<file path="config.mk">
export PLATFORM = sky130hd
export DESIGN_NAME = pipe_hazard_ctrl
export DESIGN_NICKNAME = d
export VERILOG_FILES = /design/src/rtl/pipe_ctrl_pkg.sv /design/src/rtl/hazard_scoreboard.sv /design/src/rtl/pipe_hazard_ctrl.sv
export SDC_FILE = /design/constraint.sdc
export NUM_CORES = 1
export LEC_CHECK = 0
export CORE_MARGIN = 10
export CORE_UTILIZATION = 35
export DETAILED_ROUTE_END_ITERATION = 8
export PLACE_DENSITY = 0.64
export RECOVER_POWER = 100
export SLEW_MARGIN = 10
export SYNTH_ARGS = -nofsm -noshare
export SYNTH_HDL_FRONTEND = slang
export SYNTH_SLANG_ARGS = --single-unit
</file>
<file path="constraint.sdc">
create_clock -name clk -period 2 [get_ports clk]
set_input_delay 0.3 -clock clk [delete_from_list [all_inputs] [get_ports clk]]
set_output_delay 0.3 -clock clk [all_outputs]
set_load 0.02 [all_outputs]
</file>
<file path="src/rtl/pipe_ctrl_pkg.sv">
// Shared types for the pipeline stall/flush sequencer: FSM encoding,
// drain default and the in-flight destination shadow entry.
package pipe_ctrl_pkg;

  localparam int unsigned REG_SEL_W     = 3;
  localparam int unsigned DRAIN_CYC_DEF = 3;

  typedef enum logic [1:0] {
    ST_RUN     = 2'd0,
    ST_MEMWAIT = 2'd1,
    ST_DRAIN   = 2'd2,
    ST_HALTED  = 2'd3
  } state_e;

  typedef struct packed {
    logic                 v;
    logic [REG_SEL_W-1:0] dst;
  } shadow_ent_t;

  function automatic logic ent_hit(input shadow_ent_t e, input logic [REG_SEL_W-1:0] r);
    return e.v && (e.dst == r);
  endfunction

endpackage

</file>
<file path="src/rtl/hazard_scoreboard.sv">
// Shadows destinations of the instructions in EX and MEM and reports
// whether either ID source matches one of them.
module hazard_scoreboard
  import pipe_ctrl_pkg::*;
(
  input  logic                 clk,
  input  logic                 rst,
  input  logic                 i_advance,
  input  logic                 i_load,
  input  logic                 i_clear,
  input  shadow_ent_t          i_dec,
  input  logic [REG_SEL_W-1:0] i_sel1,
  input  logic [REG_SEL_W-1:0] i_sel2,
  output logic                 o_hit1_c,
  output logic                 o_hit2_c
);

  shadow_ent_t r_ex;
  shadow_ent_t r_mem;

  // Freeze holds both entries; a bubble or flush shifts an empty slot into EX.
  always_ff @(posedge clk or negedge rst) begin
    if (!rst) begin
      r_ex  <= '0;
      r_mem <= '0;
    end else if (i_clear) begin
      r_ex  <= '0;
      r_mem <= '0;
    end else if (i_advance) begin
      r_mem <= r_ex;
      r_ex  <= i_load ? i_dec : '0;
    end
  end

  assign o_hit1_c = ent_hit(r_ex, i_sel1) | ent_hit(r_mem, i_sel1);
  assign o_hit2_c = ent_hit(r_ex, i_sel2) | ent_hit(r_mem, i_sel2);

endmodule

</file>
<file path="src/rtl/pipe_hazard_ctrl.sv">
// Central stall/flush sequencer for the 5-stage pipeline: RAW hazard stall,
// data-memory wait, branch flush and HALT drain, plus a stall-cycle counter.
module pipe_hazard_ctrl
  import pipe_ctrl_pkg::*;
#(
  parameter int unsigned REG_W     = REG_SEL_W,
  parameter int unsigned DRAIN_CYC = DRAIN_CYC_DEF,
  parameter int unsigned CNT_W     = 16
) (
  input  logic             clk,
  input  logic             rst,
  input  logic             idValid,
  input  logic [REG_W-1:0] idRead1Sel,
  input  logic             idRead1Use,
  input  logic [REG_W-1:0] idRead2Sel,
  input  logic             idRead2Use,
  input  logic             idRegWrt,
  input  logic [REG_W-1:0] idWriteReg,
  input  logic             idHalt,
  input  logic             exBrTaken,
  input  logic             memBusy,
  output logic             stall,
  output logic             hazStall,
  output logic             doBranch,
  output logic             haltDone,
  output logic [CNT_W-1:0] stallCnt
);

  localparam int unsigned DRAIN_W = (DRAIN_CYC < 2) ? 1 : $clog2(DRAIN_CYC + 1);

  state_e             r_state;
  state_e             w_next;
  logic [DRAIN_W-1:0] r_drain;
  logic [DRAIN_W-1:0] w_drain_nxt;
  logic [CNT_W-1:0]   r_cnt;
  shadow_ent_t        w_dec;
  logic               w_hit1;
  logic               w_hit2;
  logic               w_raw;
  logic               w_adv;
  logic               w_load;
  logic               w_clear;
  logic               w_stall;
  logic               w_haz;
  logic               w_br;
  logic               w_done;

  assign w_dec = '{v: idValid & idRegWrt, dst: REG_SEL_W'(idWriteReg)};

  hazard_scoreboard u_sb (
    .clk       (clk),
    .rst       (rst),
    .i_advance (w_adv),
    .i_load    (w_load),
    .i_clear   (w_clear),
    .i_dec     (w_dec),
    .i_sel1    (REG_SEL_W'(idRead1Sel)),
    .i_sel2    (REG_SEL_W'(idRead2Sel)),
    .o_hit1_c  (w_hit1),
    .o_hit2_c  (w_hit2)
  );

  assign w_raw = idValid & ((idRead1Use & w_hit1) | (idRead2Use & w_hit2));

  always_ff @(posedge clk or negedge rst) begin
    if (!rst) begin
      r_state <= ST_RUN;
      r_drain <= '0;
      r_cnt   <= '0;
    end else begin
      r_state <= w_next;
      r_drain <= w_drain_nxt;
      if (w_stall && (r_cnt != {CNT_W{1'b1}})) r_cnt <= r_cnt + CNT_W'(1);
    end
  end

  // MEMWAIT shares RUN's rules: once memBusy drops it re-arbitrates in the same cycle.
  always_comb begin
    w_next      = r_state;
    w_drain_nxt = r_drain;
    w_stall     = 1'b0;
    w_haz       = 1'b0;
    w_br        = 1'b0;
    w_done      = 1'b0;
    w_adv       = 1'b0;
    w_load      = 1'b0;
    w_clear     = 1'b0;
    case (r_state)
      ST_RUN, ST_MEMWAIT: begin
        if (memBusy) begin
          w_stall = 1'b1;
          w_next  = ST_MEMWAIT;
        end else begin
          w_adv  = 1'b1;
          w_next = ST_RUN;
          if (exBrTaken) begin
            w_br = 1'b1;
          end else if (w_raw) begin
            w_stall = 1'b1;
            w_haz   = 1'b1;
          end else if (idHalt && idValid) begin
            w_next      = ST_DRAIN;
            w_drain_nxt = DRAIN_W'(DRAIN_CYC);
          end else begin
            w_load = 1'b1;
          end
        end
      end
      ST_DRAIN: begin
        w_stall = 1'b1;
        if (!memBusy) begin
          w_adv = 1'b1;
          if (r_drain <= DRAIN_W'(1)) begin
            w_next      = ST_HALTED;
            w_drain_nxt = '0;
          end else begin
            w_drain_nxt = r_drain - DRAIN_W'(1);
          end
        end
      end
      ST_HALTED: begin
        w_stall = 1'b1;
        w_done  = 1'b1;
        w_clear = 1'b1;
      end
      default: w_next = ST_RUN;
    endcase
  end

  // Combinational outputs are forced low while reset is asserted.
  assign stall    = rst & w_stall;
  assign hazStall = rst & w_haz;
  assign doBranch = rst & w_br;
  assign haltDone = rst & w_done;
  assign stallCnt = r_cnt;

endmodule

</file>
==> impl_results.md <==
* Status: finished, final reports clean
* Mapped Nets at 157
* Xor and xnor area share after synthesis at between 10% and 20%
* Die footprint at a little over 7000 sq um
* Starting density of the core at a little over a third
* CTS clk-pin slew, worst paths at 0.09 ns
* Pin count of the biggest net entering global routing at 17
* First-pass GRT wire length at 6450 um
* Max-slew violations at 0
* Placed inst area at about 2000 sq um
* Max transition margin at approximately 60%
* Synth cell types at 32
* DRC at 0
* Post-DP HPWL at 2910 um
* All-layer global routing usage at 10.5%
* Simple-Gate Fraction of Synth Area at 19.8%
* Main combinational cell family by area after synthesis: simple AND/OR/NAND/NOR gates
* Hold buffer count at CTS at 0
* Share of layout cells above drive strength 1 at 22.4%
* Vias per Instance at about 5
* H-tree depth at 1
* Post-synthesis sequential area ratio at 48.0%
* RSZ-0062 raised after global routing: yes
* Clk_skew at between 0.002 and 0.0025 ns
* Fillers at 366
* Most used DFF post-synth: dfrtp_1
* Fmax at 501 MHz
* Worst-Margin Slew at 0.619 ns
* Worst vdd ir at 0.608 mV
* WS Path Type: reg2reg
* Commonest cells post-synth: 28 x dfrtp_1, 24 x xnor2_1, 11 x nand3_1
* Crit end category: flip-flop
* Final setup violating endpoints at 0
* Drt wl/cell at 15.2 um
* Final period util at 99.7%
* Die Y at 84.6 um
* Max_cap viols at 0
* Die width at 84.6 um
* DR iter-0 viols at 71
* Grt ovf at 0
* Drt first pass iters at 4
* #FFs+latches synth at 28
* Post-Synth Adder-Cell Area at 0.858%
* CTS max path bufs at 2
* Design area at between 2000 and 2500 sq um
* Static Leak at approximately 0.0009 uW
* HP Class: reg2reg
* FF+latch area at 703 sq um
* Post-synth EDFFs at 0
* Min Tclk post-route at 1.99 ns
* Initial antenna violation count at 0
* TritonCTS clock tree: yes
* Clk root buf: clkbuf_8
* ANT cells at 0
* Final nets at about 220
* Placer Congestion at 0.879
* Clock tree sinks at 28
* Via count at 1254
* Io pins at 38
* Async set-reset flop share out of synthesis at between 90% and 100%
* Final Hold Fails at 0
* Multi-input logic area at 762 sq um
* Synth area leader: dfrtp_1
* Pwr Total at about 1800 uW
* Total CTS buffers at 3
* Most common cell in the netlist: dfrtp_1
* Core footprint at 4030 sq um
* Crit-path max FO at 3
* FP Rows at 23
* Crit path launch type: flip-flop
* Port Buffers at 37
* Synth top area cells: dfrtp_1 48%, xnor2_1 14%, nand4_1 4.3%
* Mean Syn Cell Area at between 10 and 15 sq um
* Post-synthesis mux area share at 4.29%
* WP data required at ~2.2 ns
* Post-Syn Area at 1460 sq um
* Detailed Route WL at around 3800 um
* Worst EP arrival at 2.20 ns
* Clock latency on the worst-skew pair at between 0.2 and 0.3 ns
* Cells after Synth at 138
* Warning count from the yosys run at 0
* Synth Area in Compound Gates at 9.95%
* Post-synth top area share at about half
* Vias in the first global route at about 1300
* Antenna-violating nets left at 0
* Cell Pwr Density at 854 nW/um^2
* Area Growth Syn to Fin at 45.2%
## layout make-up
class / instances / share of cell area, %
timing repair buffer: 58 / 24.2
clock inverter: 1 / 1.42
multi-input combinational: 104 / 36.0
clock buffer: 3 / 1.95
tap: 50 / 2.95
inverter: 2 / 0.354
sequential: 28 / 33.2
## what timing repair did
action	4_1_cts	5_1_grt
pin swaps	4	13
gates resized for setup	17	12
buffers inserted	2	2
endpoints found under the hold margin	0	0
endpoints found under the setup margin	13	15
## path summary, 6_finish.rpt
| check | from | cells past startpoint | to | slack (ns) |
|---|---|---|---|---|
| setup reg to reg | u_sb.r_ex[2] | 9 | u_sb.r_ex[1] | 0.005 |
| min in group asynchronous | rst | 2 | stallCnt[0] | 0.52 |
| hold / removal | stallCnt[15] | 1 | stallCnt[15] | 0.50 |
| max in group asynchronous | rst | 2 | u_sb.r_ex[2] | 1.28 |
| hold reg to reg | stallCnt[15] | 1 | stallCnt[15] | 0.50 |
| setup / recovery | u_sb.r_ex[2] | 9 | u_sb.r_ex[1] | 0.005 |
## flip-flops by register name, indices dropped and copies added (netlist names)
signal	cells
r_drain	2
r_state	2
stallCnt	16
u_sb.r_ex	4
u_sb.r_mem	4
## kinds of logic after synthesis
group	Yosys count
compound gates	18
xor+xnor	25
fa+ha+maj	1
buf+inv	6
flops	28
mux	6
simple gates	54
## stage by stage
| step | util [%] | setup TNS (ns) | worst slack (ns) | hold WS [ns] | instances |
|---|---|---|---|---|---|
| finish | 52.6 | 0 | 0.00512 | 0.500 | 246 |
| detailed placement | 49.9 | -5.71 | -0.572 | 0.488 | 238 |
| global placement | 49.9 | -5.40 | -0.558 | 0.482 | 238 |
| CTS | 51.7 | 0 | 0.00194 | 0.493 | 244 |
| floorplan | - | 0 | 0.199 | 0.00441 | 138 |
| global route | 52.6 | -0.576 | -0.0796 | 0.524 | 246 |
## cells in the final DEF (no fill, tap or decap), types with 3 or more instances in the layout
cell type / synthesis / final
buf_4: 0 / 20
mux2i_1: 4 / 4
and3_1: 3 / 3
nand3_1: 11 / 10
clkbuf_8: 0 / 3
a21oi_1: 7 / 7
nand4_1: 10 / 10
dlygate4sd3_1: 0 / 17
dlygate4sd2_1: 0 / 7
dfrtp_1: 28 / 26
nor2_1: 9 / 8
a32o_1: 3 / 3
xnor2_2: 0 / 4
nand2_1: 9 / 9
xnor2_1: 24 / 20
clkdlybuf4s50_1: 0 / 10
nand2b_1: 4 / 4
## power by group
part	switching (uW)	total (uW)	leakage [uW]	internal, uW
registers	120	784	0.000357	664
clock network	170	438	0.0000357	268
logic	293	586	0.000516	294
total	583	1810	0.000909	1230
## critical path: stages (launching register included)
cell and delay, ns:
dfrtp_2 0.46, xnor2_2 0.14, nand4_1 0.11, a21boi_2 0.08
buf_4 0.13, buf_4 0.12, o31a_1 0.27, nor4_1 0.30
buf_4 0.20, a32o_1 0.12
## metal layers
layer,track usage [%],vias up,share of wire (%)
li1,-,604,-
met5,0,-,0
met2,16.6,44,46
met4,2.25,0,0.29
met3,3.38,2,6.8
met1,13.4,604,47
Power figures use the tool's default switching activity.
